$ cat src/rtl/alu_arbiter.sv
`default_nettype none
// ============================================================================
// Module   : alu_arbiter
// Purpose  : Two-port arbiter in front of one shared external ALU. It grants
//            one requester, captures that port's operands into the ALU
//            operand registers, then stores the ALU result and compare flags
//            for that port. Each operation takes IDLE -> EXEC -> DONE.
// Revision : 1.0 - initial release
// ============================================================================
module alu_arbiter #(
  parameter int unsigned RR_EN = 1  // 1: round-robin, 0: port 0 always wins
) (
  input  logic        clk_i,
  input  logic        rst_ni,
  // port 0
  input  logic        req0_i,
  input  logic [15:0] a0_i,
  input  logic [15:0] b0_i,
  input  logic [3:0]  op0_i,
  output logic        gnt0_o,
  output logic        done0_o,
  output logic [15:0] res0_o,
  output logic [2:0]  flg0_o,
  // port 1
  input  logic        req1_i,
  input  logic [15:0] a1_i,
  input  logic [15:0] b1_i,
  input  logic [3:0]  op1_i,
  output logic        gnt1_o,
  output logic        done1_o,
  output logic [15:0] res1_o,
  output logic [2:0]  flg1_o,
  // shared ALU
  output logic [15:0] alu_data1_o,
  output logic [15:0] alu_data2_o,
  output logic [3:0]  alu_op_o,
  input  logic [15:0] alu_result_i,
  input  logic        alu_zero_i,
  input  logic        alu_lt_i,
  input  logic        alu_gt_i,
  // status
  output logic        busy_o
);

  typedef enum logic [1:0] {
    ST_IDLE = 2'd0,
    ST_EXEC = 2'd1,
    ST_DONE = 2'd2
  } state_t;

  state_t      state_q;
  logic        owner_q;   // port that owns the operation in flight
  logic        last_q;    // port granted most recently (round-robin pointer)
  logic        owner_d;   // port that wins if a grant happens this cycle
  logic        gnt0_q, gnt1_q;
  logic        done0_q, done1_q;
  logic        busy_q;
  logic [15:0] res0_q, res1_q;
  logic [2:0]  flg0_q, flg1_q;
  logic [15:0] data1_q, data2_q;
  logic [3:0]  op_q;

  // Winner selection: a lone requester always wins; on contention the
  // round-robin pointer favours the port that was not granted last.
  always_comb begin
    owner_d = 1'b0;
    if (req0_i && req1_i) begin
      owner_d = (RR_EN != 0) ? ~last_q : 1'b0;
    end else if (req1_i) begin
      owner_d = 1'b1;
    end
  end

  // Control FSM with all outputs registered; reset aborts any operation.
  always_ff @(posedge clk_i or negedge rst_ni) begin
    if (!rst_ni) begin
      state_q <= ST_IDLE;
      owner_q <= 1'b0;
      last_q  <= 1'b1;   // port 0 wins the first contention after reset
      gnt0_q  <= 1'b0;
      gnt1_q  <= 1'b0;
      done0_q <= 1'b0;
      done1_q <= 1'b0;
      busy_q  <= 1'b0;
      res0_q  <= 16'h0000;
      res1_q  <= 16'h0000;
      flg0_q  <= 3'b000;
      flg1_q  <= 3'b000;
      data1_q <= 16'h0000;
      data2_q <= 16'h0000;
      op_q    <= 4'b0000;
    end else begin
      // grant and done are single-cycle pulses
      gnt0_q  <= 1'b0;
      gnt1_q  <= 1'b0;
      done0_q <= 1'b0;
      done1_q <= 1'b0;
      case (state_q)
        ST_IDLE: begin
          if (req0_i || req1_i) begin
            state_q <= ST_EXEC;
            busy_q  <= 1'b1;
            owner_q <= owner_d;
            last_q  <= owner_d;
            gnt0_q  <= ~owner_d;
            gnt1_q  <= owner_d;
            // operand registers change only here, so they hold while idle
            data1_q <= owner_d ? a1_i  : a0_i;
            data2_q <= owner_d ? b1_i  : b0_i;
            op_q    <= owner_d ? op1_i : op0_i;
          end
        end
        ST_EXEC: begin
          state_q <= ST_DONE;
          if (owner_q) begin
            res1_q  <= alu_result_i;
            flg1_q  <= {alu_zero_i, alu_lt_i, alu_gt_i};
            done1_q <= 1'b1;
          end else begin
            res0_q  <= alu_result_i;
            flg0_q  <= {alu_zero_i, alu_lt_i, alu_gt_i};
            done0_q <= 1'b1;
          end
        end
        ST_DONE: begin
          // requests are not sampled here; a held req is seen next cycle
          state_q <= ST_IDLE;
          busy_q  <= 1'b0;
        end
        default: begin
          state_q <= ST_IDLE;
          busy_q  <= 1'b0;
        end
      endcase
    end
  end

  assign gnt0_o      = gnt0_q;
  assign gnt1_o      = gnt1_q;
  assign done0_o     = done0_q;
  assign done1_o     = done1_q;
  assign res0_o      = res0_q;
  assign res1_o      = res1_q;
  assign flg0_o      = flg0_q;
  assign flg1_o      = flg1_q;
  assign alu_data1_o = data1_q;
  assign alu_data2_o = data2_q;
  assign alu_op_o    = op_q;
  assign busy_o      = busy_q;

endmodule
`default_nettype wire

$ cat config.mk
export PLATFORM = sky130hd
export DESIGN_NAME = alu_arbiter
export DESIGN_NICKNAME = d
export VERILOG_FILES = /design/src/rtl/alu_arbiter.sv
export SDC_FILE = /design/constraint.sdc
export NUM_CORES = 1
export LEC_CHECK = 0
export ABC_AREA = 1
export ABC_CLOCK_PERIOD_IN_PS = 3700
export BUFFER_PORTS_ARGS = -buffer_cell sky130_fd_sc_hd__buf_4
export CORE_ASPECT_RATIO = 0.9
export CORE_UTILIZATION = 51
export CTS_BUF_LIST = sky130_fd_sc_hd__clkbuf_4
export DETAILED_ROUTE_END_ITERATION = 8
export PLACE_DENSITY = 0.95
export SKIP_CTS_REPAIR_TIMING = 1
export SYNTH_ARGS = -nofsm -noshare
export SYNTH_HDL_FRONTEND = slang
export SYNTH_SLANG_ARGS = --single-unit
$ cat constraint.sdc
create_clock -name clk_i -period 3.7 [get_ports clk_i]
set_clock_uncertainty 0.15 [all_clocks]
set_input_delay 0.37 -clock clk_i [delete_from_list [all_inputs] [get_ports clk_i]]
set_output_delay 0.37 -clock clk_i [all_outputs]
set_load 0.1 [all_outputs]
### Word level (Yosys, flattened, before mapping)

Index checks and enable logic that the tools add are counted.

* bits in latches: 0
* output and inout bits: 79
* memory bits (writable): 0
* memory bits (read-only): 0
* bits in registers: 83
* word-level logic and storage cells: 45
* memories kept: 0

* multipliers: 0
* shift-type cells: 0
* magnitude comparators: 0
* bitwise gates (word level): 4
* equality and inequality tests: 2
* add/sub/neg operators: 0
* mux-type cells: 17
* divide/modulo/power cells: 0
* reductions and logical operators: 7

Operators with widths (number)
* 2-to-1 mux 16 bit: 2
* 2-to-1 mux 1 bit: 11
* AND reduction 2 bit: 4
* 2-to-1 mux 4 bit: 1
* NOT 1 bit: 4
* one-hot mux 2 bit (2 select lines): 1
* equality test 2 x 1 -> 1 bit, second input constant: 1
* zero test 2 bit: 1
* 2-to-1 mux 2 bit: 1
* != test 2 bit, second input constant: 1
* one-hot mux 1 bit (2 select lines): 1
* logical AND 1 bit: 1
* logical OR 1 bit: 1

### Logic depth before layout (Yosys ltp)

Gate-level depths: netlist (run 1).

* depth in word-level cells: 5
* gate-level depth with buffers: 8
* mapped depth without buffers: 6

### Least setup slack after synthesis (run 1)

No wires, ideal clock.

* path kind: register to output
* start point: register data1_q[0] (netlist: alu_data1_o[0])
* end point: output port alu_data1_o[0]
* data required time: 3180 ps
* slack: 2282 ps
* stages on the path, launching flop included: 1
* arrival: 898 ps
* cell sequence: dfrtp_1

RTL lines
* from (decl): line 60 `logic [15:0] data1_q, data2_q;`
* from (signal assigned): line 108 `data1_q <= owner_d ? a1_i : a0_i;`
* to (decl): line 34 `output logic [15:0] alu_data1_o,`

No word-level cell between the ends.

### Worst setup path in the final report (run 1)

* start point: register state_q[1]
* end point: register res1_q[8] (netlist: res1_o[8])

* word-level cells in the longest chain between the ends: 2

Ends and longest elaborated chain
* from (decl): line 51 `state_t state_q;`
* from (signal assigned): line 77 `state_q <= ST_IDLE;`
* from (signal assigned): line 101 `state_q <= ST_EXEC;`
* from (signal assigned): line 114 `state_q <= ST_DONE;`
* equality test 2 x 1 -> 1 bit: line 98 `case (state_q)`
* AND reduction 2 bit (no source line)
* to (signal assigned): line 116 `res1_q <= alu_result_i;`
* to (decl): line 58 `logic [15:0] res0_q, res1_q;`

Every way passes these cells.
A chain may end at the register's enable or synchronous reset.

==> results_dict.tcl, run 1 <==
set metrics [dict create \
    outcome "complete, but fails checks" \
    violations "negative hold slack" \
    syn_nets 538 \
    tightestPinTransition_ns 1.10 \
    startpoint_type "flip-flop" \
    synth-seq-cells 83 \
    layoutNonFillerInstCount 696 \
    htreeDepth 3 \
    netlist_area_mm2 0.00361 \
    clkTransAtPathRegs_ns 0.13 \
    vias_per_cell 4.99 \
    synthToLayoutAreaGrowth_pct 39.7 \
    cts_tree "yes" \
    period_share_pct 53.7 \
    wire_per_inst_um 13.8 \
    synth_edf_count 0 \
    period_minus_slack_ns 1.99 \
    synth.yosys.warnings 0 \
    antenna_found_initial 0 \
    r2r_slack_ns 1.71 \
    whs_ns -0.0233 \
    reg2regPathDepth 3 \
    portBuffers 173 \
    grt_pass1_wl_mm 15.2 \
    drt_wl_total_mm 9.57 \
    final-hold-violation-count 40 \
    grt_overflow 0 \
    initial_core_util_pct 53.7 \
    clock.fmax_ghz 0.503 \
    drive_above_1_share_pct 32.3 \
    rows 28 \
    drv_slew 0 \
    grt_use_total_pct 26.4 \
    setup_tns_ns 0 \
    r2r_start "state_q[1]$_DFFE_PN0P_" \
    die_area_mm2 0.00743 \
    syn_avg_cell_area_um2 8.16 \
    cp.required_ns 3.83 \
    worstPathMaxFanout 39 \
    hpwl_mm 6.66 \
    hold_path_class "in2async" \
    dp.cells 681 \
    r2r-end "res1_o[8]$_DFFE_PN0P_" \
    ioPinCount 174 \
    dr.pass1.iters 4 \
    synth_seq_area_share_pct 57.5 \
    worstPathCellList "nor2_2, nand2_1, o21ai_0" \
    slowest_stage "nand2_1" \
    path_class "reg2reg" \
    drc_errors 0 \
    end_kind "flip-flop" \
    drt-initial-drc-count 171 \
    cts_buffer_depth 2 \
    die_x_um 90.7 \
    synth.distinct_cells 17 \
    syn_inst 443 \
    async_flop_share_pct 100 \
    cp_data_arrival_time_ns 2.12 \
    fin_util_pct 75.1 \
    clk_root_buffer_cell "clkbuf_4" \
    vias 3473 \
    fin_nets 697 \
    synth_top_area_share_pct 56.8 \
    ant_nets 0 \
    max-slew-margin-rel_pct 26.6 \
    finalSetupViolCount 0 \
    synth_ff_type "dfrtp_1" \
    gp_congestion 0.873 \
    grt_pass1_vias 3242 \
    yosys-top-cells-area "dfrtp_1 57%, nand2_1 23%, o21ai_0 5.3%" \
    yosys.area.top_type "dfrtp_1" \
    max_cap_viol_count 0 \
    grt_max_degree 84 \
    diodes 0 \
    clkSinkCount 83 \
    dieHeight_um 81.9 \
    clk_latency_ns 0.40 \
    cpPeakStageDelay_ns 0.60 \
    rsz0062_at_grt "no" \
    cts_made_buffers 9 \
    core-area_mm2 0.00673 \
]
==> metrics by stage <==
step / hold WS [ns] / worst slack (ns) / area [um^2]
6_report: -0.0233 / 1.71 / 5050
2_1_floorplan: -0.0756 / 2.28 / 3610
5_1_grt: 0.0258 / 1.52 / 5050
3_5_place_dp: 0.308 / 1.76 / 4870
3_3_place_gp: 0.308 / 1.88 / 4870
4_1_cts: -0.0158 / 1.68 / 5050
==> area by class of cell <==
| cell class | instances | area [um^2] |
|---|---|---|
| clock buffers | 9 | 67.6 |
| multi-input cells | 304 | 1250 |
| repair buffers | 175 | 1310 |
| fillers | 491 | 1680 |
| inverters | 29 | 109 |
| flip-flops and latches | 83 | 2080 |
| well taps | 90 | 113 |
| clock inverters | 6 | 115 |
==> worst max-delay path by stage <==
| stage | startpoint | end | slack [ns] | cells past startpoint |
|---|---|---|---|---|
| 2_1_floorplan | alu_data1_o[0]$_DFFE_PN0P_ | alu_data1_o[0] | 2.28 | 0 |
| 3_3_place_gp | req1_i | owner_q$_DFFE_PN0P_ | 1.88 | 5 |
| 3_5_place_dp | state_q[1]$_DFFE_PN0P_ | res0_o[15]$_DFFE_PN0P_ | 1.76 | 3 |
| 4_1_cts | state_q[1]$_DFFE_PN0P_ | res1_o[8]$_DFFE_PN0P_ | 1.68 | 3 |
| 5_1_grt | state_q[1]$_DFFE_PN0P_ | res1_o[8]$_DFFE_PN0P_ | 1.52 | 3 |
| 6_report | state_q[1]$_DFFE_PN0P_ | res1_o[8]$_DFFE_PN0P_ | 1.71 | 3 |
==> state kept, by name, summed over array words and instances (netlist names) <==
register	cells
done0_o	1
alu_op_o	4
busy_o	1
gnt0_o	1
alu_data1_o	16
last_q	1
flg0_o	3
alu_data2_o	16
res1_o	16
state_q	2
owner_q	1
flg1_o	3
res0_o	16
gnt1_o	1
done1_o	1
==> cells by family (layout without fill, tap and decap cells) <==
| logic type | count (synthesis) | in the layout | share of synthesized area (%) |
|---|---|---|---|
| simple gates | 264 | 264 | 29.2 |
| flops | 83 | 83 | 57.5 |
| buf+inv | 56 | 219 | 7.79 |
| compound gates | 40 | 40 | 5.54 |
==> cell usage in the layout (no fill, tap or decap) <==
master        n
nand2_1     220
buf_4       175
dfrtp_1      82
o21ai_0      38
nand3_1      36
inv_1        27
clkbuf_4      9
nand3b_1      3
bufinv_16     3
nor2_2        2
inv_2         2
nor2_1        2
clkinv_4      2
nand2_2       1
a21oi_1       1
o21ai_1       1
clkinvlp_4    1
dfstp_2       1
==> metal layers <==
layer / track usage [%] / up-vias / part of all wire, %
li1: - / 1686 / -
met1: 31.7 / 1641 / 40
met2: 46.8 / 128 / 53
met3: 5.46 / 18 / 5.2
met4: 11.1 / 0 / 2.3
met5: 0 / - / 0
==> Yosys cell counts, types with 2 or more instances <==
| cell type | number |
|---|---|
| buf_2 | 9 |
| buf_4 | 10 |
| buf_6 | 3 |
| clkbuf_1 | 5 |
| dfrtp_1 | 82 |
| inv_1 | 27 |
| inv_2 | 2 |
| nand2_1 | 220 |
| nand3_1 | 36 |
| nand3b_1 | 3 |
| nor2_1 | 2 |
| nor2_2 | 2 |
| o21ai_0 | 38 |
==> critical path, delay by kind of cell, from the launching register on <==
family	cells	cell delay, ns
simple gates	2	0.76
compound gates	1	0.54
flops	1	0.42
Power of run 1 is left out: the tool's default activity adds up to more than one toggle a clock period on the data nets, which glitch-free logic cannot reach.
==> run 2: changes to the inputs <==
--- a/config.mk
+++ b/config.mk
@@ -6,13 +6,13 @@
 export NUM_CORES = 1
 export LEC_CHECK = 0
 export ABC_AREA = 1
-export ABC_CLOCK_PERIOD_IN_PS = 3700
+export ABC_CLOCK_PERIOD_IN_PS = 1650
 export BUFFER_PORTS_ARGS = -buffer_cell sky130_fd_sc_hd__buf_4
 export CORE_ASPECT_RATIO = 0.9
-export CORE_UTILIZATION = 51
+export CORE_UTILIZATION = 43
 export CTS_BUF_LIST = sky130_fd_sc_hd__clkbuf_4
 export DETAILED_ROUTE_END_ITERATION = 8
-export PLACE_DENSITY = 0.95
+export PLACE_DENSITY = 0.86
 export SKIP_CTS_REPAIR_TIMING = 1
 export SYNTH_ARGS = -nofsm -noshare
 export SYNTH_HDL_FRONTEND = slang
==> constraint.sdc (replaced) <==
create_clock -name clk_i -period 1.65 [get_ports clk_i]
set_clock_uncertainty 0.15 [all_clocks]
set_input_delay 0.165 -clock clk_i [delete_from_list [all_inputs] [get_ports clk_i]]
set_output_delay 0.165 -clock clk_i [all_outputs]
set_load 0.1 [all_outputs]
==> run 2 against run 1 <==
Compared with the run above: the run now ends clean; via count increased by 15%; clock-buffer cell count stayed put; non-clock buffer count is 105 higher; register-to-register slack got worse by 1.5 ns; critical path type is now reg2out.
==> results_dict.tcl, run 2 (synthesis results as in run 1) <==
set metrics [dict create \
    outcome "finished clean" \
    path_delay_family "flip-flops" \
    cts_buffer_depth 2 \
    hold_path_class "in2async" \
    clk_root_buffer_cell "clkbuf_4" \
    portBuffers 173 \
    cp.required_ns 1.33 \
    drt_wl_total_mm 12.5 \
    grt_overflow 0 \
    cpPeakStageDelay_ns 0.43 \
    clock.fmax_ghz 0.677 \
    period_share_pct 89.5 \
    max-slew-margin-rel_pct 72.4 \
    final-hold-violation-count 0 \
    startpoint_type "flip-flop" \
    r2r_slack_ns 0.19 \
    vias_per_cell 4.92 \
    drc_errors 0 \
    grt_max_degree 40 \
    finalSetupViolCount 0 \
    initial_core_util_pct 44.6 \
    fin_nets 802 \
    dr.pass1.iters 4 \
    hpwl_mm 7.25 \
    drive_above_1_share_pct 29.4 \
    path_class "reg2out" \
    die_x_um 98.6 \
    final_cell_mix "220 x nand2_1, 183 x buf_4, 93 x dlygate4sd3_1, 82 x dfrtp_1, 38 x o21ai_0" \
    cts_made_buffers 9 \
    worstPathCellList "buf_4" \
    worstPathMaxFanout 2 \
    die_area_mm2 0.00878 \
    synthToLayoutAreaGrowth_pct 68.5 \
    period_minus_slack_ns 1.48 \
    tightestPinTransition_ns 0.414 \
    vias 3987 \
    final_common_cell "nand2_1" \
    cts_tree "yes" \
    end_kind "output pin" \
    grt_pass1_vias 3275 \
    drv_slew 0 \
    crit_buf_inv 1 \
    rsz0062_at_grt "no" \
    grt_use_total_pct 23.1 \
    ant_nets 0 \
    core-area_mm2 0.00811 \
    dieHeight_um 89.0 \
    diodes 0 \
    clkTransAtPathRegs_ns 0.14 \
    clk_latency_ns 0.42 \
    nFillCells 566 \
    htreeDepth 3 \
    rows 31 \
    wire_per_inst_um 15.4 \
    clkSinkCount 83 \
    setup_tns_ns 0 \
    ioPinCount 174 \
    antenna_found_initial 0 \
    grt_pass1_wl_mm 15.7 \
    slowest_stage "dfrtp_1" \
    max_cap_viol_count 0 \
    cp_data_arrival_time_ns 1.16 \
    gp_congestion 0.822 \
    drt-initial-drc-count 242 \
]
-- run 2: cell count changes in the layout (fill, tap and decap cells not counted), moves of 2 or more --
cell,delta
inv_6,+3
buf_4,+8
inv_8,+2
dlygate4sd3_1,+93
buf_12,+4
bufinv_16,-3
-- run 2: final cells by class --
type                    count  area, um^2  area share (%)
clock buffers               9        67.6            1.11
clock inverters             7        66.3            1.09
inverters                  29         109            1.79
multi-input cells         304        1260            20.7
flip-flops and latches     83        2080            34.1
well taps                  99         124            2.03
repair buffers            280        2380            39.2
-- run 2: through the flow --
stage	hold slack [ns]	instance area [um^2]	utilization (%)	instances	setup slack (ns)
finish	0.0573	6090	75.1	811	0.173
global route	0.0232	6090	75.1	811	0.0861
CTS	-0.520	5160	63.6	718	0.164
detailed placement	-0.0285	5020	62.0	702	0.223
global placement	-0.0282	5020	62.0	702	0.286
floorplan	-0.281	3610	-	443	0.298
-- run 2: path summary, 6_finish.rpt --
| check | start | endpoint | cells after the start |
|---|---|---|---|
| max | alu_data2_o[11]$_DFFE_PN0P_ | alu_data2_o[11] | 1 |
| min | rst_ni | alu_data2_o[10]$_DFFE_PN0P_ | 2 |
| max reg2reg | last_q$_DFFE_PN1P_ | alu_data2_o[13]$_DFFE_PN0P_ | 7 |
| min reg2reg | last_q$_DFFE_PN1P_ | last_q$_DFFE_PN1P_ | 2 |
| max in group asynchronous | rst_ni | res1_o[11]$_DFFE_PN0P_ | 3 |
| min in group clk_i | req0_i | gnt1_o$_DFF_PN0_ | 5 |
-- run 2: per-layer routing --
metal	track usage, %	up-vias	wire length, um
met4	8.01	0	467
li1	-	1894	-
met1	28.8	1855	4780
met2	40.6	197	6550
met5	0	-	0
met3	5.08	41	723
Power of run 2 is left out for the same reason.
